[src/rtl/countdown_sequencer.sv]
// countdown_sequencer: sequences an external load/decrement counter as a programmable countdown timer
module countdown_sequencer #(
  parameter int WIDTH = 4,
  parameter int TICK_DIV = 4,
  parameter bit AUTO_RELOAD = 1'b0
) (
  input  logic             clk,
  input  logic             reset,
  input  logic             start,
  input  logic [WIDTH-1:0] start_value,
  input  logic             pause,
  input  logic             abort,
  output logic             busy,
  output logic             done,
  output logic             aborted,
  output logic [WIDTH-1:0] remaining,
  output logic             dec_load,
  output logic [WIDTH-1:0] dec_initial_value,
  output logic             dec_decrement,
  input  logic [WIDTH-1:0] dec_count
);
  localparam logic [2:0] IDLE = 3'd0;
  localparam logic [2:0] LOAD = 3'd1;
  localparam logic [2:0] SETTLE = 3'd2;
  localparam logic [2:0] RUN = 3'd3;
  localparam logic [2:0] FINISH = 3'd4;
  localparam logic [7:0] LAST = 8'(TICK_DIV - 1);
  if (TICK_DIV < 2 || TICK_DIV > 255) begin : g_bad_tick_div
    $error("TICK_DIV must be in 2..255");
  end
  logic [2:0] state, state_nx;
  logic [7:0] presc;
  logic [WIDTH-1:0] cap;
  logic zero, run_step, accept;
  always_comb begin
    zero = dec_count == '0;
    run_step = state == RUN && !pause && !zero;
    accept = state == IDLE && start && !abort;
    state_nx = (state != IDLE && abort) ? IDLE :
               state == IDLE ? (accept ? LOAD : IDLE) :
               state == LOAD ? SETTLE :
               state == SETTLE ? RUN :
               state == RUN ? (zero ? FINISH : RUN) :
               (AUTO_RELOAD ? LOAD : IDLE);
  end
  always_ff @(posedge clk) begin
    if (reset) begin
      state <= IDLE;
      presc <= '0;
      cap <= '0;
      aborted <= 1'b0;
    end else begin
      state <= state_nx;
      aborted <= state != IDLE && abort;
      cap <= accept ? start_value : cap;
      presc <= state == SETTLE ? '0 : run_step ? (presc == LAST ? '0 : presc + 8'd1) : presc;
    end
  end
  assign busy = state != IDLE;
  assign done = state == FINISH;
  assign dec_load = state == LOAD;
  assign dec_initial_value = cap;
  assign dec_decrement = run_step && presc == LAST;
  assign remaining = dec_count;
endmodule

[config.mk]
export PLATFORM = sky130hd
export DESIGN_NAME = countdown_sequencer
export DESIGN_NICKNAME = d
export VERILOG_FILES = /design/src/rtl/countdown_sequencer.sv
export SDC_FILE = /design/constraint.sdc
export NUM_CORES = 1
export LEC_CHECK = 0
export ABC_AREA = 0
export BUFFER_PORTS_ARGS = -buffer_cell sky130_fd_sc_hd__buf_4
export CAP_MARGIN = 20
export CORE_AREA = 2 2 49 51
export DETAILED_ROUTE_END_ITERATION = 12
export DIE_AREA = 0 0 51 53
export PLACE_DENSITY_LB_ADDON = 0.3
export RECOVER_POWER = 100
export SKIP_LAST_GASP = 1
export SYNTH_ARGS = -nofsm -noshare
export SYNTH_HDL_FRONTEND = slang
export SYNTH_SLANG_ARGS = --single-unit
[constraint.sdc]
create_clock -name clk -period 5.5 [get_ports clk]
set_input_delay 1.375 -clock clk [delete_from_list [all_inputs] [get_ports clk]]
set_output_delay 1.375 -clock clk [all_outputs]
set_load 0.01 [all_outputs]
==> key figures <==
Worst setup path
  – Critical Path Source: dec_count[1]
  – Crit-path slowest cell: o41ai_4
  – Crit path max fanout: 10
  – Crit. path cell count: 4
  – Crit path DAT: 2.48 ns
  – Setup crit end kind: output port
  – CP Launch Type: input port
  – Setup CP Type: input port to output port
  – Cell chain of the critical path: clkbuf_1, o41ai_4, nor3_1, buf_4
  – R2R Path Start: state[0]$_SDFF_PP0_
  – Largest delay share family, worst path: compound AO/OA/AOI/OAI gates
  – Worst endpoint required time: 4.12 ns
  – R2R Setup Slk: 3.60 ns
  – CP Capture Point: dec_decrement
  – Buffers & Inverters on Critical Path: 2
  – Worst r2r path cells: 4
  – Reg-to-Reg End: presc[4]$_SDFFE_PP0P_
  – Max incr delay on CP: between 0.6 and 0.7 ns

Yosys
  – Synth Warn #: 0
  – Synth top area share: 39.1%
  – Ys async rst share: 0%
  – Post-Syn Nets: 99
  – Most common cell in the netlist: dfxtp_1
  – Ys flop type: dfxtp_1
  – Synth cell count leaders: 16 x dfxtp_1, 9 x nor2_1, 7 x xnor2_1, 5 x nand3_1, 5 x nor2_2
  – Fraction of synthesized area in multiplexers: 4.89%
  – Post-synthesis compound-gate area fraction: 7.94%
  – Synth Area in XOR/XNOR: 7.48%
  – Seq cells post-synth: 16
  – Post-Synth Simple-Gate Area: 32.7%
  – Mapped Area: 820 µm²
  – Post-synthesis cell count: 85
  – Cell taking the most area after synthesis: dfxtp_1
  – Area contributors post-synth: dfxtp_1 39%, xnor2_1 7.5%, mux2i_1 4.9%
  – Synth Area in Adders: 1.53%
  – Main combinational cell family by area after synthesis: simple AND/OR/NAND/NOR gates
  – Post-synthesis sequential area ratio: 39.1%
  – Post-synth EDFFs: 0
  – Synth Area per Inst: 9.64 µm²
  – Synth unique cells: 29

Die
  – Starting Density: 38.1%
  – Overall die width: just over 50 µm
  – Core area: 2150 µm²
  – Rows: 17
  – Die area: about 2700 µm²
  – Io pins: 26
  – Die Y: 53 µm

Route
  – Final WL: 1.53 mm
  – Vias per cell: 5.01
  – Via count: 682
  – Wire per inst: 11.2 µm
  – DRT iter0 DRCs: 12
  – Drt pass-1 iters: 4
  – Post-route DRC: 0
  – Post-route ant nets: 0

STA
  – Clock skew: 0.000638 ns
  – Crit share post-route: 70.1%
  – Count of final setup violators: 0
  – Hold Fails Final Rpt: 0
  – Slew headroom: between 50% and 60%
  – Worst Max-Slew Pin Slew: 0.627 ns
  – FMAX: 260 MHz
  – Setup TNS: 0 ns
  – RSZ-0062 raised after global routing: no
  – Period minus WS final: 3.85 ns
  – Max Slew Vio Count: 0

Hold path
  – Tightest Hold Check Type: register to register

Clock network
  – CTS Buffer Depth: 2
  – CTS Hold Buffers Added: 0
  – H-tree Lvls: 1
  – Post_cts resized: 0
  – CTS tree: yes
  – Root buffer cell: clkbuf_4
  – Postcts setup bufs: 0
  – Clock slew at reported path FFs: 0.09 ns
  – Cts bufs inserted: 3
  – CTS Sinks: 16
  – Clk_lat worst skew: 0.29 ns

GRT
  – GRT overflow: 0
  – Initial antenna violation count: 0
  – Largest net degree at the start of global routing: 11
  – Total GRT Usage: 13.1%
  – Vias in the first global route: 613
  – Global-route wire length before repair: 2.61 mm

Cells and area
  – N_diodes: 0
  – Layout cells sized above 1: roughly a quarter
  – Area of the multi-input gates: 429 µm²
  – Final #Nets: ~120
  – Reg area: 320 µm²
  – Layout area overhead: 18.0%
  – FILL cells: 237

Placed design
  – DP Wirelength: 1.16 mm
  – Port Buf Inserts: 25
  – GP Congestion: 0.859

Power
  – Peak VDD IR: 0.000130 V
  – Power per cell area: roughly 230 nW/µm²
  – PnR Total Power: roughly 220 µW
  – Static Leak: 0.000351 µW

Flow run
  – Number of max-cap violations: 0

Outcome
  – Status: finished clean
through the flow:
step | instance area, µm² | worst slack [ns] | instances | util (%) | hold WS, ns
floorplan | 820 | 2.01 | 85 | - | 0.488
finish | 967 | 1.65 | 136 | 45.0 | 0.507
CTS | 1030 | 1.64 | 136 | 48.1 | 0.519
detailed placement | 997 | 1.65 | 132 | 46.4 | 0.494
global placement | 997 | 1.68 | 132 | 46.4 | 0.483
global route | 967 | 1.59 | 136 | 45.0 | 0.540
layout make-up:
type | instances | area share, %
Sequential cell | 16 | 33.1
Tap cell | 28 | 3.62
Timing Repair Buffer | 25 | 14.4
Multi-Input combinational cell | 61 | 44.4
Clock buffer | 4 | 3.75
Inverter | 2 | 0.776
worst min path at each step:
stage / start / endpoint / cells after the start
detailed placement: dec_initial_value[1]$_SDFFE_PP0P_ / dec_initial_value[1]$_SDFFE_PP0P_ / 2
CTS: dec_initial_value[1]$_SDFFE_PP0P_ / dec_initial_value[1]$_SDFFE_PP0P_ / 2
floorplan: state[0]$_SDFF_PP0_ / state[2]$_SDFF_PP0_ / 2
finish: dec_initial_value[3]$_SDFFE_PP0P_ / dec_initial_value[3]$_SDFFE_PP0P_ / 2
global placement: dec_initial_value[3]$_SDFFE_PP0P_ / dec_initial_value[3]$_SDFFE_PP0P_ / 2
global route: dec_initial_value[0]$_SDFFE_PP0P_ / dec_initial_value[0]$_SDFFE_PP0P_ / 2
worst reg2reg max path: stages, from the launching register on:
cell     delay (ns)
dfxtp_1        0.44
or3b_1         0.54
nor3_1         0.35
a21o_1         0.37
nor2_1         0.09
sequential cells by signal, summed over array words and instances (netlist names):
register           cells
state                  3
dec_initial_value      4
presc                  8
aborted                1
report_power, final:
group / internal [µW] / switching, µW
sequential: 118 / 1.81
clock: 40.3 / 37.2
combinational: 11.0 / 12.6
total: 169 / 51.6
cells in the final DEF (no fill, tap or decap), drive strengths merged, types with 2 or more instances in the layout:
master,n
nor3,6
clkbuf,19
nand2,2
nor3b,4
xnor2,7
buf,10
nor4,4
dfxtp,16
a21oi,2
nand3,5
or4,2
inv,2
mux2i,4
nor2,14
cells by family (layout without fill, tap and decap cells):
family / Yosys count / count (layout)
buffers and inverters: 8 / 31
AND/OR/NAND/NOR: 43 / 43
flip-flops: 16 / 16
AO/OA/AOI/OAI: 6 / 6
multiplexers: 4 / 4
adder cells (fa/ha/maj): 1 / 1
XOR/XNOR: 7 / 7
layer usage:
metal | track usage (%) | share of wire (%)
met5 | 0 | 0
met3 | 5.65 | 8.0
met2 | 21.4 | 47
met4 | 4.95 | 0.92
met1 | 15.1 | 44
Note: power is estimated with default switching activity, not from simulation.
